===== config.mk =====
export PLATFORM = sky130hd
export DESIGN_NAME = riscv_mc_control
export DESIGN_NICKNAME = d
export VERILOG_FILES = /design/src/rtl/riscv_pkg.sv /design/src/rtl/riscv_alu_decoder.sv /design/src/rtl/riscv_mc_control.sv
export SDC_FILE = /design/constraint.sdc
export NUM_CORES = 1
export LEC_CHECK = 0
export CAP_MARGIN = 20
export CORE_MARGIN = 5
export CORE_UTILIZATION = 46
export CTS_BUF_LIST = sky130_fd_sc_hd__clkbuf_8
export CTS_CLUSTER_DIAMETER = 80
export DETAILED_ROUTE_END_ITERATION = 10
export GPL_TIMING_DRIVEN = 0
export PLACE_DENSITY = 0.87
export SLEW_MARGIN = 25
export SYNTH_ARGS = -nofsm -noshare
export SYNTH_HDL_FRONTEND = slang
export SYNTH_SLANG_ARGS = --single-unit

===== constraint.sdc =====
create_clock -name clk -period 2.4 [get_ports clk]
set_clock_uncertainty 0.1 [all_clocks]
set_input_delay 0.24 -clock clk [delete_from_list [all_inputs] [get_ports clk]]
set_output_delay 0.24 -clock clk [all_outputs]
set_load 0.05 [all_outputs]

===== src/rtl/riscv_pkg.sv =====
// Shared encodings for the multi-cycle RISC-V controller: ALU opcodes, RV32I opcodes,
// FSM states and datapath mux selects.
package riscv_pkg;

   localparam logic [4:0] ALU_NOP       = 5'd0;
   localparam logic [4:0] ALU_ADD       = 5'd1;
   localparam logic [4:0] ALU_SUB       = 5'd2;
   localparam logic [4:0] ALU_AND       = 5'd3;
   localparam logic [4:0] ALU_OR        = 5'd4;
   localparam logic [4:0] ALU_XOR       = 5'd5;
   localparam logic [4:0] ALU_SLL       = 5'd6;
   localparam logic [4:0] ALU_SRL       = 5'd7;
   localparam logic [4:0] ALU_SRA       = 5'd8;
   localparam logic [4:0] ALU_SLT       = 5'd9;
   localparam logic [4:0] ALU_LUI       = 5'd10;
   localparam logic [4:0] ALU_SLTU      = 5'd11;
   localparam logic [4:0] ALU_BGE       = 5'd12;
   localparam logic [4:0] ALU_BGEU      = 5'd13;
   localparam logic [4:0] ALU_ADDPC     = 5'd14;
   localparam logic [4:0] ALU_JBADDRESS = 5'd15;
   localparam logic [4:0] ALU_BNE       = 5'd16;
   localparam logic [4:0] ALU_BLT       = 5'd17;
   localparam logic [4:0] ALU_BLTU      = 5'd18;

   localparam logic [6:0] OPC_OP     = 7'b0110011;
   localparam logic [6:0] OPC_OP_IMM = 7'b0010011;
   localparam logic [6:0] OPC_LUI    = 7'b0110111;
   localparam logic [6:0] OPC_AUIPC  = 7'b0010111;
   localparam logic [6:0] OPC_JAL    = 7'b1101111;
   localparam logic [6:0] OPC_JALR   = 7'b1100111;
   localparam logic [6:0] OPC_BRANCH = 7'b1100011;
   localparam logic [6:0] OPC_LOAD   = 7'b0000011;
   localparam logic [6:0] OPC_STORE  = 7'b0100011;

   typedef enum logic [3:0] {
      ST_FETCH, ST_DECODE, ST_EXEC, ST_ALU_WB, ST_JUMP, ST_JALR_WB, ST_BR_CHK,
      ST_BR_DONE, ST_MEM_ADDR, ST_MEM_RD, ST_MEM_WR, ST_MEM_WB, ST_HALT
   } state_t;

   localparam logic [1:0] SRCA_PC    = 2'd0;
   localparam logic [1:0] SRCA_RS1   = 2'd1;
   localparam logic [1:0] SRCA_OLDPC = 2'd2;
   localparam logic [1:0] SRCB_RS2   = 2'd0;
   localparam logic [1:0] SRCB_IMM   = 2'd1;

   localparam logic [2:0] IMM_I = 3'd0;
   localparam logic [2:0] IMM_S = 3'd1;
   localparam logic [2:0] IMM_B = 3'd2;
   localparam logic [2:0] IMM_U = 3'd3;
   localparam logic [2:0] IMM_J = 3'd4;

   localparam logic [1:0] WB_ALU = 2'd0;
   localparam logic [1:0] WB_MEM = 2'd1;
   localparam logic [1:0] WB_PC  = 2'd2;

   localparam logic PCSRC_ALU = 1'b0;
   localparam logic PCSRC_TGT = 1'b1;

   function automatic logic is_legal(input logic [6:0] opc);
      case (opc)
         OPC_OP, OPC_OP_IMM, OPC_LUI, OPC_AUIPC, OPC_JAL, OPC_JALR,
         OPC_BRANCH, OPC_LOAD, OPC_STORE: is_legal = 1'b1;
         default:                         is_legal = 1'b0;
      endcase
   endfunction

endpackage


===== src/rtl/riscv_alu_decoder.sv =====
// Combinational opcode/funct3/funct7 -> ALU opcode for the execute and branch-compare steps.
module riscv_alu_decoder
   import riscv_pkg::*;
(
   input  logic [6:0] opcode,
   input  logic [2:0] funct3,
   input  logic       funct7_b5,
   output logic [4:0] exec_op,
   output logic [4:0] br_op
);

   always_comb begin
      exec_op = ALU_ADD;
      case (opcode)
         OPC_OP, OPC_OP_IMM: begin
            case (funct3)
               3'b000:  exec_op = (opcode == OPC_OP && funct7_b5) ? ALU_SUB : ALU_ADD;
               3'b001:  exec_op = ALU_SLL;
               3'b010:  exec_op = ALU_SLT;
               3'b011:  exec_op = ALU_SLTU;
               3'b100:  exec_op = ALU_XOR;
               3'b101:  exec_op = funct7_b5 ? ALU_SRA : ALU_SRL;
               3'b110:  exec_op = ALU_OR;
               default: exec_op = ALU_AND;
            endcase
         end
         OPC_LUI: exec_op = ALU_LUI;
         default: exec_op = ALU_ADD;
      endcase
   end

   // Branch taken is signalled by the ALU zero flag, so BGE/BGEU reuse SLT/SLTU.
   always_comb begin
      br_op = ALU_NOP;
      case (funct3)
         3'b000:  br_op = ALU_SUB;
         3'b001:  br_op = ALU_BNE;
         3'b100:  br_op = ALU_BLT;
         3'b101:  br_op = ALU_SLT;
         3'b110:  br_op = ALU_BLTU;
         3'b111:  br_op = ALU_SLTU;
         default: br_op = ALU_NOP;
      endcase
   end

endmodule


===== src/rtl/riscv_mc_control.sv =====
// Multi-cycle main controller: fetch/decode/execute/memory/writeback over one shared memory.
// RISCV_CTRL_TRAP_EN: illegal opcodes halt the core until reset instead of retiring as a NOP.
module riscv_mc_control
   import riscv_pkg::*;
#(
   parameter int CNT_W = 32
) (
   input  logic             clk,
   input  logic             reset,
   input  logic [31:0]      instr,
   input  logic             mem_ready,
   input  logic             alu_zero,
   output logic [4:0]       alu_op,
   output logic [1:0]       src_a_sel,
   output logic [1:0]       src_b_sel,
   output logic [2:0]       imm_sel,
   output logic             ir_write,
   output logic             pc_write,
   output logic             pc_src,
   output logic             tgt_write,
   output logic             mem_read,
   output logic             mem_write,
   output logic             addr_sel,
   output logic             reg_write,
   output logic [1:0]       wb_sel,
   output logic             illegal,
   output logic [CNT_W-1:0] retired
);

   state_t     state;
   logic [6:0] opcode;
   logic [4:0] exec_op;
   logic [4:0] br_op;
   logic       legal;
   logic       unused_bits;

   assign opcode      = instr[6:0];
   assign legal       = is_legal(opcode);
   assign unused_bits = ^{instr[31], instr[29:15], instr[11:7]};

   riscv_alu_decoder u_alu_dec (
      .opcode    (opcode),
      .funct3    (instr[14:12]),
      .funct7_b5 (instr[30]),
      .exec_op   (exec_op),
      .br_op     (br_op)
   );

   always_ff @(posedge clk or posedge reset) begin
      if (reset) begin
         state   <= ST_FETCH;
         retired <= '0;
      end else begin
         case (state)
            ST_FETCH:    if (mem_ready) state <= ST_DECODE;
            ST_DECODE: begin
               case (opcode)
                  OPC_OP, OPC_OP_IMM, OPC_LUI, OPC_AUIPC, OPC_JALR: state <= ST_EXEC;
                  OPC_LOAD, OPC_STORE: state <= ST_MEM_ADDR;
                  OPC_BRANCH:          state <= ST_BR_CHK;
                  OPC_JAL:             state <= ST_JUMP;
                  default: begin
`ifdef RISCV_CTRL_TRAP_EN
                     state   <= ST_HALT;
`else
                     state   <= ST_FETCH;
                     retired <= retired + CNT_W'(1);
`endif
                  end
               endcase
            end
            ST_EXEC:     state <= (opcode == OPC_JALR) ? ST_JALR_WB : ST_ALU_WB;
            ST_BR_CHK:   state <= ST_BR_DONE;
            ST_MEM_ADDR: state <= (opcode == OPC_STORE) ? ST_MEM_WR : ST_MEM_RD;
            ST_MEM_RD:   if (mem_ready) state <= ST_MEM_WB;
            ST_MEM_WR: begin
               if (mem_ready) begin
                  state   <= ST_FETCH;
                  retired <= retired + CNT_W'(1);
               end
            end
            ST_ALU_WB, ST_JUMP, ST_JALR_WB, ST_BR_DONE, ST_MEM_WB: begin
               state   <= ST_FETCH;
               retired <= retired + CNT_W'(1);
            end
            ST_HALT:     state <= ST_HALT;
            default:     state <= ST_FETCH;
         endcase
      end
   end

   // Outputs are forced idle while reset is high so an in-flight access drops at once.
   always_comb begin
      alu_op    = ALU_NOP;
      src_a_sel = SRCA_PC;
      src_b_sel = SRCB_RS2;
      imm_sel   = IMM_I;
      ir_write  = 1'b0;
      pc_write  = 1'b0;
      pc_src    = PCSRC_ALU;
      tgt_write = 1'b0;
      mem_read  = 1'b0;
      mem_write = 1'b0;
      addr_sel  = 1'b0;
      reg_write = 1'b0;
      wb_sel    = WB_ALU;
      illegal   = 1'b0;
      if (!reset) begin
         case (state)
            ST_FETCH: begin
               mem_read = 1'b1;
               if (mem_ready) begin
                  ir_write = 1'b1;
                  alu_op   = ALU_ADDPC;
               end
            end
            ST_DECODE: begin
               pc_write  = 1'b1;
               alu_op    = ALU_ADD;
               src_a_sel = SRCA_OLDPC;
               src_b_sel = SRCB_IMM;
               if (opcode == OPC_BRANCH)   imm_sel = IMM_B;
               else if (opcode == OPC_JAL) imm_sel = IMM_J;
               illegal   = !legal;
            end
            ST_EXEC: begin
               alu_op = exec_op;
               case (opcode)
                  OPC_OP:     src_a_sel = SRCA_RS1;
                  OPC_OP_IMM, OPC_JALR: begin
                     src_a_sel = SRCA_RS1;
                     src_b_sel = SRCB_IMM;
                  end
                  OPC_LUI: begin
                     src_b_sel = SRCB_IMM;
                     imm_sel   = IMM_U;
                  end
                  OPC_AUIPC: begin
                     src_a_sel = SRCA_OLDPC;
                     src_b_sel = SRCB_IMM;
                     imm_sel   = IMM_U;
                  end
                  default: src_a_sel = SRCA_RS1;
               endcase
            end
            ST_ALU_WB: begin
               reg_write = 1'b1;
               wb_sel    = WB_ALU;
            end
            ST_JUMP, ST_JALR_WB: begin
               pc_write  = 1'b1;
               reg_write = 1'b1;
               wb_sel    = WB_PC;
            end
            ST_BR_CHK: begin
               tgt_write = 1'b1;
               alu_op    = br_op;
               src_a_sel = SRCA_RS1;
               src_b_sel = SRCB_RS2;
            end
            ST_BR_DONE: begin
               pc_write = alu_zero;
               pc_src   = PCSRC_TGT;
            end
            ST_MEM_ADDR, ST_MEM_RD, ST_MEM_WR: begin
               alu_op    = ALU_ADD;
               src_a_sel = SRCA_RS1;
               src_b_sel = SRCB_IMM;
               imm_sel   = (opcode == OPC_STORE) ? IMM_S : IMM_I;
               addr_sel  = (state != ST_MEM_ADDR);
               mem_read  = (state == ST_MEM_RD);
               mem_write = (state == ST_MEM_WR);
            end
            ST_MEM_WB: begin
               reg_write = 1'b1;
               wb_sel    = WB_MEM;
            end
            ST_HALT:  illegal = 1'b1;
            default:  illegal = 1'b0;
         endcase
      end
   end

endmodule


==> run_results.csv <==
group,metric,value,unit
synthesis,yosysWarningCount,0,
route,dr.pass1.iters,4,
sta,slew_headroom,0.642,
global_route,grt.overflow.total,0,
synthesis,synth_top_family_by_area,"simple AND/OR/NAND/NOR gates",
clocking,cts_buffers,5,
pwr,ir_drop,1.10,mV
route,vias_per_cell,5.66,
die,placementRows,26,
route,wl_met2,3560,µm
clocking,cts_max_level,2,
sta,setup_violations,1,
route,drc,0,
cells_and_area,mostFrequentLayoutCell,"clkdlybuf4s50_1",
critical_path,r2r_cells,10,
sta,finalCritPeriodShare,1.01,
die,io_pins,91,
critical_path,max_stage_delay,590,ps
die,dieHeight,83.6,µm
synthesis,yosys.area_share.simple,0.328,
synthesis,synth_fp_nets,324,
critical_path,cp.arrival,2080,ps
synthesis,synth_area_per_cell,8.68,µm²
pwr,power,3.14,mW
clocking,clock_path_buffers,2,
cells_and_area,area_growth,39.6,%
outcome,failed_checks,"negative setup slack",
global_route,grt_first_pass_wirelength,12200,µm
synthesis,synth_flop_cell,"dfrtp_1",
sta,hold_ws,85.1,ps
cells_and_area,fin_util,0.673,
cells_and_area,seq_area,901,µm²
critical_path,worstSetupStartpointType,"primary input",
critical_path,crit_chain,"clkdlybuf4s50_1 > clkbuf_2 > nor2b_1 > o21ai_0 > nand3_1 > a211oi_1 > buf_4",
outcome,outcome,"complete, but fails checks",
route,wire_per_inst,16.9,µm
placement,portBuffers,65,
synthesis,synth-async-reset-ratio,1.00,
synthesis,synth-compound-area-share,0.135,
critical_path,r2r_setup_slack,30,ps
pwr,leakagePower,1.48,nW
route,ant_nets,0,
global_route,grt_use_total,0.211,
synthesis,synth_area,2490,µm²
global_route,grt_start_max_net_pins,21,
die,start_util,0.482,
clocking,clk_pin_slew,80,ps
critical_path,worst-setup-path-type,"primary input to output pin",
cells_and_area,fill_cells,392,
synthesis,yosysUniqueCellTypes,51,
flow_run,drv_cap,0,
critical_path,worstSetupEndpointType,"output pin",
sta,fin_ws,-18.4,ps
synthesis,synth-seq-cells,36,
clocking,root_buffer,"clkbuf_8",
worst_hold_path,hp-class,"primary input to asynchronous set/reset pin",
synthesis,synth_fa_ha_area_frac,0.00502,
synthesis,synth_edf_count,0,
cells_and_area,fin_cells,439,
sta,fmax,0.414,GHz
sta,final_max_slew_viol_count,0,
pwr,power_density,902,nW/µm²
global_route,grt_antenna_before_repair,0,
die,die_w,83.6,µm
clocking,cts_tree,"yes",
cells_and_area,num_antenna_cells,0,
route,drt-total-wl,7400,µm
synthesis,ys_seq_area_frac,0.361,
route,met1_length,3220,µm
critical_path,r2r_end,"retired[12]$_DFFE_PP0P_",
placement,dp_cells,422,
sta,rsz0062_at_grt,"true",
route,vias,2485,
route,highest-signal-layer,"met4",
placement,gp_congestion,0.898,
placement,dp_slack,-869,ps
synthesis,synth_xor_area_frac,0.116,
synthesis,yosys-mux-area-fraction,0.00402,
critical_path,critPathSlowestCell,"clkdlybuf4s50_1",
critical_path,critPathMaxFanout,10,
route,route.met3.wl,470,µm
cells_and_area,multi_input_area,1570,µm²
route,first_iter_violations,271,
die,core-area,5170,µm²
die,die-area,6990,µm²
clocking,clock-sinks,36,
cells_and_area,final_cell_mix,"clkdlybuf4s50_1 (39), dfrtp_1 (36), nand2_1 (33)",
sta,finalHoldViolCount,0,
clocking,clock_latency,290,ps
synthesis,syn-instance-count,287,
cells_and_area,drive_gt1_frac,0.222,
clocking,ctsHoldBuffers,0,
cells_and_area,final_nets,405,
placement,dp_hpwl,5080,µm
global_route,grt_pass1_vias,2506,
critical_path,r2r-start,"state[1]$_DFFE_PP0P_",
sta,period_needed,2420,ps
sta,worstMarginPinSlew,534,ps
critical_path,crit_required,2060,ps
logic make-up (layout without fill, tap and decap cells):
kind of cell / count (synthesis) / count (layout)
simple gates: 143 / 143
compound gates: 49 / 49
flops: 36 / 36
xor+xnor: 33 / 33
buf+inv: 23 / 105
fa+ha+maj: 1 / 1
other cells: 1 / 1
mux: 1 / 1
state kept, by name, summed over array words and instances (netlist names):
signal / flops
retired: 32
state: 4
metal layers:
metal | global-route usage | up-vias
met4 | 0.0629 | 0
met3 | 0.0474 | 16
met2 | 0.353 | 102
met1 | 0.271 | 1195
met5 | 0 | -
li1 | - | 1172
worst max path at each step:
| stage | start | endpoint | slack [ps] | depth (start not counted) |
|---|---|---|---|---|
| 5_1_grt | state[1]$_DFFE_PP0P_ | imm_sel[1] | -30 | 6 |
| 3_3_place_gp | reset | alu_op[2] | -840 | 5 |
| 3_5_place_dp | reset | alu_op[2] | -870 | 5 |
| 2_1_floorplan | state[1]$_DFFE_PP0P_ | src_a_sel[0] | -70 | 5 |
| 6_report | instr[2] | src_b_sel[0] | -20 | 7 |
| 4_1_cts | instr[3] | alu_op[3] | -10 | 8 |
worst max-delay path, delay by kind of cell:
family | cells | cell delay, ps
AOI/OAI and AO/OA | 2 | 510
buffers and inverters | 3 | 1130
and+or+nand+nor | 2 | 190
area by class of cell:
cell class	instances	share of cell area
multi-input cells	228	0.451
inverters	7	0.00863
well taps	70	0.0252
repair buffers	72	0.195
plain buffers	16	0.0298
repair inverters	2	0.00360
flip-flops and latches	36	0.259
clock buffers	6	0.0237
clock inverters	2	0.00396
through the flow:
step | instance area, µm² | setup TNS (ps)
2_1_floorplan | 2530 | -146
3_3_place_gp | 3270 | -11760
3_5_place_dp | 3270 | -12970
4_1_cts | 3420 | -20.7
5_1_grt | 3480 | -180
6_report | 3480 | -18.4
synthesized netlist by cell type, types with 6 or more instances:
library cell | number | area [µm²]
clkbuf_1 | 7 | 26.3
dfrtp_1 | 36 | 901
xor2_1 | 17 | 149
nand4_1 | 10 | 62.6
a21oi_1 | 19 | 95.1
nor2b_1 | 6 | 37.5
nand2_1 | 34 | 128
nand3_1 | 17 | 85.1
inv_1 | 7 | 26.3
xnor2_1 | 16 | 140
nor2_1 | 22 | 82.6
o21ai_0 | 12 | 60.1
nor3_1 | 10 | 50.1
timing repair:
item,4_1_cts,5_1_grt
cloned,2,0
buffers inserted,4,3
resized for setup,80,35
setup endpoints to repair,22,26
pin swaps,0,4
report_power, final:
| group | internal [mW] | total (mW) | leakage, nW | switching (mW) |
|---|---|---|---|---|
| registers | 0.685 | 0.773 | 0.491 | 0.0879 |
| logic | 0.632 | 1.91 | 0.933 | 1.27 |
| clock network | 0.235 | 0.460 | 0.0516 | 0.226 |
(Power assumes the default switching activity.)
